### config.mk
export PLATFORM = sky130hd
export DESIGN_NAME = keypad_scanner_flat
export DESIGN_NICKNAME = d
export VERILOG_FILES = /design/src/rtl/keypad_scanner_pkg.sv /design/src/rtl/keypad_scanner_if.sv /design/src/rtl/keypad_scanner_sync2.sv /design/src/rtl/keypad_scanner.sv /design/src/flat_wrapper.sv
export SDC_FILE = /design/constraint.sdc
export NUM_CORES = 1
export LEC_CHECK = 0
export BUFFER_PORTS_ARGS = -buffer_cell sky130_fd_sc_hd__buf_2
export CORE_ASPECT_RATIO = 0.8
export CORE_MARGIN = 3
export CORE_UTILIZATION = 50
export DETAILED_ROUTE_END_ITERATION = 10
export GPL_TIMING_DRIVEN = 0
export PLACE_DENSITY = 0.73
export SLEW_MARGIN = 20
export SYNTH_ARGS = -nofsm -noshare
export SYNTH_HDL_FRONTEND = slang
export SYNTH_SLANG_ARGS = --single-unit
### constraint.sdc
create_clock -name clk -period 2.1 [get_ports clk]
set_input_delay 0.42 -clock clk [delete_from_list [all_inputs] [get_ports clk]]
set_output_delay 0.42 -clock clk [all_outputs]
set_load 0.02 [all_outputs]
### src/rtl/keypad_scanner_pkg.sv
// Shared types, constants and helpers for the 4x4 keypad scanner.
package keypad_pkg;

  typedef enum logic {
    SCAN,
    HELD
  } scan_state_t;

  localparam logic [7:0] KEY_NONE  = 8'h00;
  localparam logic [3:0] COLS_IDLE = 4'b1111;

  // Isolates the lowest set bit so multi-row presses resolve to one row.
  function automatic logic [3:0] lowest_set(input logic [3:0] v);
    return v & (~v + 4'd1);
  endfunction

  function automatic logic [3:0] col_strobe(input logic [1:0] idx);
    return COLS_IDLE ^ (4'b0001 << idx);
  endfunction

endpackage

### src/rtl/keypad_scanner_if.sv
// Key-event bundle passed from the scanner to the debounce block.
interface keypad_scanner_if;

  logic [7:0] keypad_val;
  logic       button_on;
  logic       en_ks;

  modport master (output keypad_val, button_on, en_ks);
  modport slave  (input  keypad_val, button_on, en_ks);

endinterface

### src/rtl/keypad_scanner_sync2.sv
// Two-flop synchronizer for the asynchronous keypad row lines.
module sync2 #(
  parameter int WIDTH = 4
) (
  input  logic             clk,
  input  logic             reset,
  input  logic [WIDTH-1:0] d,
  output logic [WIDTH-1:0] q
);

  logic [WIDTH-1:0] meta;

  always_ff @(posedge clk) begin
    if (reset) begin
      meta <= '0;
      q    <= '0;
    end else begin
      meta <= d;
      q    <= meta;
    end
  end

endmodule

### src/rtl/keypad_scanner.sv
// Column-strobing keypad scanner: latches the first pressed key, holds it
// until the row has been quiet for a full dwell, then resumes scanning.
module keypad_scanner
  import keypad_pkg::*;
#(
  parameter int SCAN_DIV = 4800
) (
  input  logic             clk,
  input  logic             reset,
  input  logic [3:0]       rows,
  output logic [3:0]       cols,
  keypad_scanner_if.master kp
);

  localparam int              CW       = $clog2(SCAN_DIV);
  localparam logic [CW-1:0]   CNT_LAST = CW'(SCAN_DIV - 1);

  scan_state_t   state, state_n;
  logic [CW-1:0] cnt, cnt_n;
  logic [1:0]    col_idx, col_idx_n;
  logic [3:0]    cols_n;
  logic [7:0]    key_q, key_n;
  logic          btn_q, btn_n;
  logic          en_q, en_n;
  logic [3:0]    rows_s;
  logic          held_bit;

  sync2 #(.WIDTH(4)) u_sync (
    .clk   (clk),
    .reset (reset),
    .d     (~rows),
    .q     (rows_s)
  );

  assign held_bit      = |(rows_s & key_q[7:4]);
  assign kp.keypad_val = key_q;
  assign kp.button_on  = btn_q;
  assign kp.en_ks      = en_q;

  always_ff @(posedge clk) begin
    if (reset) begin
      state   <= SCAN;
      cnt     <= '0;
      col_idx <= 2'd0;
      cols    <= col_strobe(2'd0);
      key_q   <= KEY_NONE;
      btn_q   <= 1'b0;
      en_q    <= 1'b0;
    end else begin
      state   <= state_n;
      cnt     <= cnt_n;
      col_idx <= col_idx_n;
      cols    <= cols_n;
      key_q   <= key_n;
      btn_q   <= btn_n;
      en_q    <= en_n;
    end
  end

  // In HELD a row bounce clears the counter before the terminal count can release.
  always_comb begin
    state_n   = state;
    cnt_n     = cnt;
    col_idx_n = col_idx;
    key_n     = key_q;
    btn_n     = btn_q;
    en_n      = 1'b0;
    case (state)
      SCAN: begin
        if (cnt == CNT_LAST) begin
          cnt_n = '0;
          if (|rows_s) begin
            key_n   = {lowest_set(rows_s), ~col_strobe(col_idx)};
            btn_n   = 1'b1;
            en_n    = 1'b1;
            state_n = HELD;
          end else begin
            col_idx_n = col_idx + 2'd1;
          end
        end else begin
          cnt_n = cnt + CW'(1);
        end
      end
      HELD: begin
        if (held_bit) begin
          cnt_n = '0;
        end else if (cnt == CNT_LAST) begin
          cnt_n     = '0;
          btn_n     = 1'b0;
          state_n   = SCAN;
          col_idx_n = col_idx + 2'd1;
        end else begin
          cnt_n = cnt + CW'(1);
        end
      end
      default: state_n = SCAN;
    endcase
    cols_n = col_strobe(col_idx_n);
  end

endmodule

### src/flat_wrapper.sv
// flat-port wrapper written by rule: the top's interface ports become plain ports
module keypad_scanner_flat import keypad_pkg::*;
#(
  parameter int SCAN_DIV = 4800
)
  (clk, reset, rows, cols, kp_keypad_val, kp_button_on, kp_en_ks);
  keypad_scanner_if kp_i ();
  input  logic clk;
  input  logic reset;
  input  logic [3:0] rows;
  output logic [3:0] cols;
  output wire logic [$bits(kp_i.keypad_val)-1:0] kp_keypad_val;
  output wire logic [$bits(kp_i.button_on)-1:0] kp_button_on;
  output wire logic [$bits(kp_i.en_ks)-1:0] kp_en_ks;
  assign kp_keypad_val = kp_i.keypad_val;
  assign kp_button_on = kp_i.button_on;
  assign kp_en_ks = kp_i.en_ks;
  keypad_scanner #(.SCAN_DIV(SCAN_DIV)) u_core (.clk(clk), .reset(reset), .rows(rows), .cols(cols), .kp(kp_i));
endmodule
Word level (Yosys, flattened, before mapping)
Cells that the tools add are included.
Widths: inputs -> output; s select.
{ "word_totals": {"reg_bits": 38, "in_bits": 6, "out_inout_bits": 14, "wordCells": 50} }
{ "classes": {"addsub": 3, "n_eq_ne": 5, "shift": 2, "n_mux": 18, "bitwise_logic": 8, "reduce_logical": 5} }
{ "ops": {"columns": ["cell", "count"], "rows": [
  ["$mux 13", 2],
  ["$pmux 13 s2", 1],
  ["$not 4->4", 5],
  ["$add 13x1->13 const B", 1],
  ["$eq 13x13->1 const B", 1],
  ["$and 4x4->4", 2],
  ["$mux 1", 8],
  ["$mux 2", 4],
  ["$reduce_or 4->1", 2],
  ["$shl 1x2->4 const A", 2],
  ["$add 4x1->4 const B", 1],
  ["$ne 2x1->1 const B", 2],
  ["$ne 2x2->1 const B", 2],
  ["$pmux 1 s2", 2],
  ["$pmux 2 s2", 1],
  ["$reduce_and 4->1", 1],
  ["$reduce_and 3->1", 1],
  ["$add 2x1->2 const B", 1],
  ["$reduce_or 2->1", 1],
  ["$not 1->1", 1]
]} }

Logic depth before layout (Yosys ltp)
Gate-level depths: netlist (run 1).
{ "logic_depth": {"word_depth": 6, "ltp_mapped": 7} }

Hierarchy
A second synthesis (run 1) with hierarchy kept.
{ "hier_totals": {"cells_unflattened": 175, "hier_area_um2": 1569.0} }
{ "by_module_without_submodules": {"columns": ["module", "instances", "cells_each", "area_each_um2"], "rows": [
  ["keypad_scanner", 1, 159, 1358.8],
  ["sync2", 1, 16, 210.2]
]} }

Worst setup path after synthesis (run 1)
OpenSTA, ideal clock, no wires.
{ "synth_path": {"path_kind": "reg2reg", "start": "reg u_core.cnt[6]", "end": "reg u_core.col_idx[0]", "setup_ns": 0.071, "t_arrival_ns": 2.066, "path_slack_ns": -0.036, "path_stages_with_launch": 6, "n_path_buf": 1, "synth_period_minus_slack_ns": 2.136, "cell_sequence": "dfxtp_1 > or4b_1 > or4_1 > buf_2 > or4_1 > a21oi_1"} }
{ "synth_between": {"elab_chain_cells": 4, "elab_cells_between_ends": 5} }
{ "synth_lines": {"columns": ["element", "line", "text"], "rows": [
  ["from (decl)", "keypad_scanner.sv:19", "logic [CW-1:0] cnt, cnt_n;"],
  ["from (signal assigned)", "keypad_scanner.sv:51", "cnt <= cnt_n;"],
  ["$eq 13x13->1 (*)", "keypad_scanner.sv:70, keypad_scanner.sv:87", null],
  ["$mux 2", "keypad_scanner.sv:87", "end else if (cnt == CNT_LAST) begin"],
  ["$mux 2", "keypad_scanner.sv:85", "if (held_bit) begin"],
  ["$pmux 2 s2 (*)", "keypad_scanner.sv:68", "case (state)"],
  ["to (signal assigned)", "keypad_scanner.sv:52", "col_idx <= col_idx_n;"],
  ["to (decl)", "keypad_scanner.sv:20", "logic [1:0] col_idx, col_idx_n;"]
]} }
Every way passes the cells marked *; elsewhere a longest branch is shown, timed or not.
A chain may end at the register's enable or synchronous reset.

Worst setup path in the final report (run 1)
Ends and elaborated chain as after synthesis.

==> results of run 1 <==
## worst register-to-register path, cell delays in order (launching register included)
cell	delay, ns
dfxtp_2	0.33
or4b_4	0.53
or4_4	0.49
or4_4	0.54
a21oi_2	0.11
## repair_timing
item,in CTS,in global routing
resized for setup,5,8
hold buffers,0,0
endpoints found under the hold margin,0,0
endpoints found under the setup margin,6,15
pin swaps,1,1
setup buffers,1,0
## sequential cells by signal, indices dropped and copies added, names as in the netlist
register              flops
u_core.col_idx            2
u_core.cnt               13
u_core.kp.button_on       1
u_core.u_sync.q           4
u_core.kp.en_ks           1
u_core.cols               4
u_core.u_sync.meta        4
u_core.kp.keypad_val      8
u_core.state              1
## cells by family after synthesis
group                      Yosys count  share of synthesized area (%)
muxes                                3                          1.936
adders and majority gates            5                          4.032
xor gates and xnor gates            10                          5.646
buffers and inverters               17                          4.275
AOI/OAI and AO/OA                   31                          11.29
and+or+nand+nor                     71                          23.79
DFF                                 38                          49.03
## synth_stat cells, types with 5 or more instances
cell      count
ha_1          5
nor3_1        8
inv_1         8
nand3_1       9
nor2_1       21
a21oi_1      14
xnor2_1       8
o21ai_1       6
dfxtp_1      38
nand2_1       7
nor4_1        6
clkbuf_1      7
## final timing paths
path,start,to,slack [ns],cells after the start
worst max-delay path,u_core.cnt[6],u_core.col_idx[0],0.04,4
worst min-delay path,rows[1],u_core.u_sync.meta[1],0.27,2
worst max register to register,u_core.cnt[6],u_core.col_idx[0],0.04,4
worst min register to register,u_core.u_sync.meta[3],u_core.u_sync.q[3],0.45,1
## through the flow
stage	hold WS [ns]	setup WS (ns)	instance area, um2
2_1_floorplan	0.4138	0.01974	1558
3_3_place_gp	0.4257	-0.04907	1700
3_5_place_dp	0.4334	-0.07600	1700
4_1_cts	0.2634	-0.03747	1812
5_1_grt	0.2660	0.003519	1821
6_report	0.2724	0.04302	1821
## where the power goes
| group | switching (mW) | internal (mW) |
|---|---|---|
| sequential | 0.00942 | 0.733 |
| combinational | 0.0359 | 0.0177 |
| clock | 0.240 | 0.264 |
## area by class of cell
class / instances / area (um2)
Timing Repair Buffer: 20 / 102.6
Clock buffer: 7 / 86.33
Inverter: 8 / 30.03
Tap cell: 38 / 47.55
Multi-Input combinational cell: 120 / 755.7
Sequential cell: 38 / 764.5
Buffer: 7 / 28.78
Clock inverter: 1 / 5.005
Fill cell: 237 / 1030
## per-layer routing
layer	share of wire, %	track usage (%)	vias to the layer above
met2	45	24.04	43
met1	47	27.59	615
li1	-	-	661
met3	6.7	7.273	5
met5	0	0	-
met4	1.7	8.215	0
==> results.md, run 1 <==
- Status: finished clean
- Max_slew headroom: 55.91%
- CTS Sinks: 38
- Total power: approximately 1.3 mW
- Synthesized area per cell: a little under 9 um2
- Util after Layout: around 64%
- Post-route insts no fill: ~240
- Setup TNS: 0 ns
- Hold Violations, Final: 0
- First-pass GRT wire length: 5326 um
- Synth Net Count: ~190
- Vias in the first global route: around 1100
- RSZ-0062 raised after global routing: false
- Max Fclk: roughly 500 MHz
- IO buf count: 19
- Worst slew pin tran: 0.6614 ns
- Worst-path cell chain: or4b_4 -> or4_4 -> or4_4 -> a21oi_2
- Clock tree buffer depth: 2
- Most common cell on crit path: or4_4
- Clock Skew: about 0.0035 ns
- CP Max Fanout: 7
- Chip width: slightly below 70 um
- Post-synthesis register bit count: 38
- I/O pin count: 20
- Pin count of the biggest net entering global routing: 12
- Pleak: 0.6445 nW
- Fin crit period: 2.057 ns
- Post-DP HPWL: approximately 2200 um
- Worst-Skew Late Latency: around 0.29 ns
- Htree depth: 2
- Area delta synth->final: 17.34%
- Post-route ant nets: 0
- Nets: between 200 and 250
- Total of max-cap violations: 0
- Final worst-path cycle share: 97.95%
- Initial antenna violation count: 0
- Final Setup Violations: 0
- Die area: 3812 um2
- Commonest non-fill, non-tap cell in the layout: dfxtp_1
- Slew Viols, Final: 0
- Post-Syn Area: 1551 um2
- Cell area power density: 714.2 nW/um2
- Detailed-route DRC error count: 0
- Clock slew seen by the registers of the worst setup and hold paths: ~0.070 ns
- Drt pass-1 iters: 4
- # diodes: 0
- Vias: 1324
- Post-Syn Instances: roughly 180
- GRT Total Usage: between 10% and 20%
- CP bufs+invs: 0
- Die Y: 55.83 um
- Crit path kind: reg -> reg
- Worst EP required: 2.33 ns
- Yosys top cell by area: dfxtp_1
- Startpoint types: flip-flop
- Delay-heaviest family, CP: simple AND/OR/NAND/NOR gates
- Most frequent cells in the layout: dfxtp_1 (35), nor2_1 (21), buf_2 (20)
- Critical Path AT: 2.28 ns
- Synth Warn #: 0
- Post-synth ARST share: 0%
- Min-delay worst type: in -> reg
- TritonCTS clock tree: done
- Rows: 17
- Peak VDD IR: 0.0005678 V
- EDFF count, synth: 0
- DR vias/cell: ~5.5
- Main area contributors after synthesis: dfxtp_1 (49%), nor2_1 (5.1%), a21oi_1 (4.5%)
- Placed cell count: between 200 and 250
- Initial Utilization: around 54%
- Number of DRC markers in iteration 0: just over 80
- Overflow after GRT: 0
- Critical-path top delay cell: or4_4
- Share of Yosys cell area claimed by the top area cell type: around half
- Library cells used by synthesis: 32
- Max incr delay on CP: approximately 0.54 ns
- Final WL: about 3200 um
- Floorplan Core Area: 2850 um2
- CTS root buffer: clkbuf_8
- Gp weighted congestion: approximately 0.83
- TritonCTS Buffers: 5
- WL per Instance: between 10 and 15 um
- Post-synthesis sequential area ratio: 49.03%
- Share of cells above drive strength 1: between 20% and 30%
- Top_reg_cell synth: dfxtp_1
- Critical path capture point type: flip-flop
(Power assumes the default switching activity.)
==> run 2: changes to the inputs <==
--- a/config.mk
+++ b/config.mk
@@ -12,6 +12,7 @@
 export DETAILED_ROUTE_END_ITERATION = 10
 export GPL_TIMING_DRIVEN = 0
 export PLACE_DENSITY = 0.73
+export REMOVE_ABC_BUFFERS = 1
 export SLEW_MARGIN = 20
 export SYNTH_ARGS = -nofsm -noshare
 export SYNTH_HDL_FRONTEND = slang
==> run 2 against run 1 <==
Against the previous run: the flow now finishes with violations (negative setup slack); combinational power shrank 5.8%; non-clock buffer count is 6 lower; clock power is 18% higher; global-route usage is 0.54 points lower; die area is the same; register-to-register slack worse by 0.05 ns; largest cell class is now multi-input gates; largest power group unchanged.
==> results.md, run 2 (synthesis gave the netlist of run 1 again) <==
- Comb power frac: ~3.6%
- Overflow after GRT: 0
- Pleak: ~0.66 nW
- Clock Skew: 0.003879 ns
- Slew Viols, Final: 0
- Detailed-route DRC error count: 0
- Global Route met2 Usage: 25.41%
- Worst-Skew Late Latency: 0.29 ns
- CP bufs+invs: 0
- I/O pin count: 20
- Share of cells above drive strength 1: between 20% and 30%
- Psw: around 0.28 mW
- CTS Hold Bufs: 0
- Rows: 17
- Dpl ws: -0.3556 ns
- Grt peak-use layer: met2
- RSZ-0062 raised after global routing: true
- Status: finished with violations
- Initial Utilization: between 50% and 60%
- Final WL: roughly 3200 um
- Max_slew headroom: 43.50%
- Largest register FFs: 13
- Final Setup Violations: 1
- Clock network fraction of design power: 43.0%
- Critical path capture point type: flip-flop
- Met3 global-route usage: 6.263%
- Critical Path AT: approximately 2.3 ns
- CP Max Fanout: 7
- Min-delay worst type: in -> reg
- Sw Share: 20.48%
- Vias in the first global route: around 1200
- Pin count of the biggest net entering global routing: 31
- Total power: 1.389 mW
- Peak VDD IR: just under 0.0005 V
- Max incr delay on CP: roughly 0.55 ns
- Delay-heaviest family, CP: simple AND/OR/NAND/NOR gates
- Max Fclk: around 470 MHz
- Most flop-heavy register: u_core.cnt
- Worst-path cell chain: or4b_4 -> or4_4 -> or4_1 -> a21oi_1
- Fin worst setup slack: -0.008602 ns
- Drt pass-1 iters: 4
- Clock tree buffer depth: 2
- Total of max-cap violations: 0
- First-pass GRT wire length: between 5000 and 6000 um
- TritonCTS clock tree: done
- Worst slew pin tran: 0.8475 ns
- Failing checks: negative setup slack
- Seq pwr share: between 50% and 60%
- Nets: around 210
- Die Y: 55.83 um
- # diodes: 0
- Critical-path top delay cell: or4b_4
- Cell area power density: 760.7 nW/um2
- Commonest non-fill, non-tap cell in the layout: dfxtp_1
- Initial antenna violation count: 0
- Chip width: between 60 and 70 um
- Area delta synth->final: 17.66%
- CTS root buffer: clkbuf_8
- GRT Total Usage: 18.31%
- Die area: between 3000 and 4000 um2
- Hold Violations, Final: 0
- Fin crit period: ~2.1 ns
- Post-route ant nets: 0
- Met1 GRT Util: about a quarter
- Number of DRC markers in iteration 0: between 60 and 70
- DR vias/cell: roughly 5.5
- Htree depth: 2
- Floorplan Core Area: 2850 um2
- Most frequent cells in the layout: dfxtp_1 (35), nor2_1 (21), buf_2 (19)
- Flop2flop setup slack: -0.009 ns
- Worst EP required: around 2.3 ns
- Crit path kind: reg -> reg
- IO buf count: 19
- CTS Sinks: 38
- Startpoint types: flip-flop
- Post-DP HPWL: approximately 2100 um
- Final worst-path cycle share: 100.4%
- Gp weighted congestion: 0.8375
- Clock slew seen by the registers of the worst setup and hold paths: about 0.070 ns
- Vias: between 1000 and 1500
- WL per Instance: around 14 um
- Int Pwr: 1.104 mW
- TritonCTS Buffers: 5
[run 2: metrics by stage]
step	util [%]	instances	hold slack (ns)	TNS, ns	instance area, um2
final	64.05	233	0.2699	-0.008602	1826
after global routing	64.05	233	0.2540	-0.2276	1826
after CTS	63.30	232	0.2649	-0.02417	1804
after detailed placement	58.38	223	0.4291	-5.519	1664
after global placement	58.17	223	0.4185	-13.93	1658
after floorplan	-	166	0.4138	-3.277	1515
[run 2: area by class of cell]
type | instances | area [um2]
Clock inverter | 1 | 30.03
Timing Repair Buffer | 21 | 110.1
Sequential cell | 38 | 764.5
Inverter | 8 | 30.03
Multi-Input combinational cell | 120 | 767.0
Fill cell | 240 | 1025
Clock buffer | 7 | 76.32
Tap cell | 38 | 47.55
[run 2: per-layer routing]
metal  vias to the layer above  part of all wire (%)
met2                        38                    43
met4                         0                   2.4
met3                         7                   6.4
met1                       597                    48
li1                        644                     -
met5                         -                     0
[run 2: path summary, 6_finish.rpt]
kind	startpoint	to	cells past startpoint
worst min-delay path	rows[3]	u_core.u_sync.meta[3]	2
worst max-delay path	u_core.cnt[10]	u_core.col_idx[0]	4
worst min register to register	u_core.u_sync.meta[3]	u_core.u_sync.q[3]	1
worst max register to register	u_core.cnt[10]	u_core.col_idx[0]	4
[run 2: worst register-to-register path, delay by kind of cell (launching register included)]
kind / cells / cell delay (ns)
AND/OR/NAND/NOR: 3 / 1.58
AO/OA/AOI/OAI: 1 / 0.12
flip-flops: 1 / 0.34
[run 2: timing repair]
action,in CTS,in global routing
pin swaps,4,1
resized for setup,7,4
setup endpoints to repair,27,19
buffers inserted,1,1
[run 2: power by group through the flow]
stage / combinational, mW / clock [mW] / sequential, mW
2_1_floorplan: 0.0286 / 0 / 0.755
3_3_place_gp: 0.0457 / 0 / 0.756
3_5_place_dp: 0.0481 / 0 / 0.757
4_1_cts: 0.0491 / 0.608 / 0.741
5_1_grt: 0.0565 / 0.649 / 0.742
6_report: 0.0505 / 0.597 / 0.741
==> run 3: changes to the inputs <==
--- a/config.mk
+++ b/config.mk
@@ -8,10 +8,10 @@
 export BUFFER_PORTS_ARGS = -buffer_cell sky130_fd_sc_hd__buf_2
 export CORE_ASPECT_RATIO = 0.8
 export CORE_MARGIN = 3
-export CORE_UTILIZATION = 50
+export CORE_UTILIZATION = 55
 export DETAILED_ROUTE_END_ITERATION = 10
 export GPL_TIMING_DRIVEN = 0
-export PLACE_DENSITY = 0.73
+export PLACE_DENSITY = 0.76
 export REMOVE_ABC_BUFFERS = 1
 export SLEW_MARGIN = 20
 export SYNTH_ARGS = -nofsm -noshare
==> constraint.sdc (replaced) <==
create_clock -name clk -period 2.4 [get_ports clk]
set_input_delay 0.48 -clock clk [delete_from_list [all_inputs] [get_ports clk]]
set_output_delay 0.48 -clock clk [all_outputs]
set_load 0.02 [all_outputs]
==> run 3 against run 2 <==
Against the previous run: the run now ends clean; maximum frequency down 7.0%; clock power shrank 28%; routed wire length fell by 5.8%; register-to-register slack better by 0.14 ns; critical path depth unchanged.
==> results.md, run 3 (synthesis gave the netlist of run 1 again) <==
- Status: finished clean
- DR vias/cell: around 5.6
- Fill count: 240
- Placed cell count: ~220
- Rows: 16
- Vias: 1278
- Int Pwr: 0.8755 mW
- GRT Total Usage: between 10% and 20%
- Die area: about 3500 um2
- CP Max Fanout: 16
- Grt peak-use layer: met2
- Hold Slack: ~0.26 ns
- Final WL: 2992 um
- Max_slew headroom: about two fifths
- Worst-path cell chain: or4b_1 -> or4_4 -> or4_1 -> a21oi_1
- Initial antenna violation count: 0
- Area delta synth->final: 13.06%
- CTS Hold Bufs: 0
- Met1 GRT Util: between 20% and 30%
- Setup TNS: 0 ns
- Max Fclk: between 400 and 500 MHz
- Most frequent cells in the layout: dfxtp_1 (38), nor2_1 (21), buf_2 (19)
- Met3 global-route usage: under 10%
- Floorplan Core Area: roughly 2600 um2
- Worst EP required: roughly 2.7 ns
- Overflow after GRT: 0
- Total of max-cap violations: 0
- Gp weighted congestion: roughly 0.82
- Commonest non-fill, non-tap cell in the layout: dfxtp_1
- Seq pwr share: between 50 and 60%
- Clock slew seen by the registers of the worst setup and hold paths: approximately 0.11 ns
- Share of cells above drive strength 1: between 15 and 20%
- Critical Path AT: roughly 2.6 ns
- Worst slew pin tran: just under 0.9 ns
- Fin crit period: approximately 2.3 ns
- Htree depth: 2
- Detailed-route DRC error count: 0
- Initial Utilization: around 60%
- TritonCTS clock tree: done
- Comb power frac: under 10%
- Sw Share: 21.71%
- Hold Violations, Final: 0
- I/O pin count: 20
- Pleak: around 0.63 nW
- Largest register FFs: 13
- Number of DRC markers in iteration 0: 98
- Pin count of the biggest net entering global routing: 31
- Worst-Skew Late Latency: 0.35 ns
- Final worst-path cycle share: between 90% and 100%
- CTS root buffer: clkbuf_4
- Util after Layout: about two thirds
- Startpoint types: flip-flop
- Clock tree buffer depth: 2
- Post-DP HPWL: roughly 2100 um
- RSZ-0062 raised after global routing: false
- Cell area power density: approximately 640 nW/um2
- # diodes: 0
- Final Setup Violations: 0
- Slew Viols, Final: 0
- Post-route ant nets: 0
- Min-delay worst type: in -> reg
- Nets: 203
- Chip width: between 60 and 70 um
- Total power: about 1.1 mW
- Global Route met2 Usage: between 30% and 40%
- Most flop-heavy register: u_core.cnt
- Clock network fraction of design power: a little under two fifths
- Clock Skew: 0.01300 ns
- CTS Sinks: 38
- Die Y: 53.51 um
- Critical path capture point type: flip-flop
- Vias in the first global route: 1163
- Crit path kind: reg -> reg
- First-pass GRT wire length: 5175 um
- Max incr delay on CP: between 0.5 and 0.6 ns
- Post-CTS setup buffers: 0
- Post-route insts no fill: 229
- Psw: 0.2427 mW
- TritonCTS Buffers: 5
- IO buf count: 19
- WL per Instance: 13.07 um
- Peak VDD IR: 0.0004125 V
- Drt pass-1 iters: 4
- Critical-path top delay cell: or4b_1
run 3: worst paths after layout:
path                               from               endpoint  slack, ns  depth (start not counted)
setup / recovery          u_core.cnt[6]      u_core.col_idx[0]       0.13                          4
setup reg to reg          u_core.cnt[6]      u_core.col_idx[0]       0.13                          4
hold reg to reg   u_core.u_sync.meta[3]     u_core.u_sync.q[3]       0.46                          1
hold / removal                  rows[3]  u_core.u_sync.meta[3]       0.26                          2
run 3: critical path, delay by kind of cell (launching register included):
family | cells | cell delay, ns
simple gates | 3 | 1.68
compound gates | 1 | 0.15
flops | 1 | 0.37
run 3: metal layers:
layer	vias to the layer above	wire (um)	part of all wire, %
met3	10	144	4.8
met2	33	1313	44
met1	589	1476	49
met4	0	57	1.9
met5	-	0	0
li1	646	-	-
run 3: power by group through the flow:
stage,combinational (mW),clock [mW],sequential (mW)
global route,0.0472,0.458,0.650
CTS,0.0429,0.433,0.648
global placement,0.0397,0,0.662
finish,0.0426,0.427,0.649
detailed placement,0.0421,0,0.663
floorplan,0.0250,0,0.661
run 3: what timing repair did:
item / in CTS / in global routing
pin swaps: 0 / 1
setup endpoints to repair: 6 / 13
gates resized for setup: 1 / 2
hold endpoints to repair: 0 / 0
run 3: stage by stage:
step	setup WS [ns]	cell area, um2
2_1_floorplan	0.08704	1515
3_3_place_gp	-0.3284	1655
3_5_place_dp	-0.05681	1662
4_1_cts	0.02947	1740
5_1_grt	0.006290	1754
6_report	0.1328	1754
run 3: layout make-up:
class / instances / area, um2 / area share, %
clock buffer: 7 / 45.04 / 2.568
multi-input combinational: 120 / 748.2 / 42.65
clock inverter: 1 / 30.03 / 1.712
tap: 36 / 45.04 / 2.568
sequential: 38 / 760.7 / 43.37
timing repair buffer: 19 / 95.09 / 5.421
inverter: 8 / 30.03 / 1.712
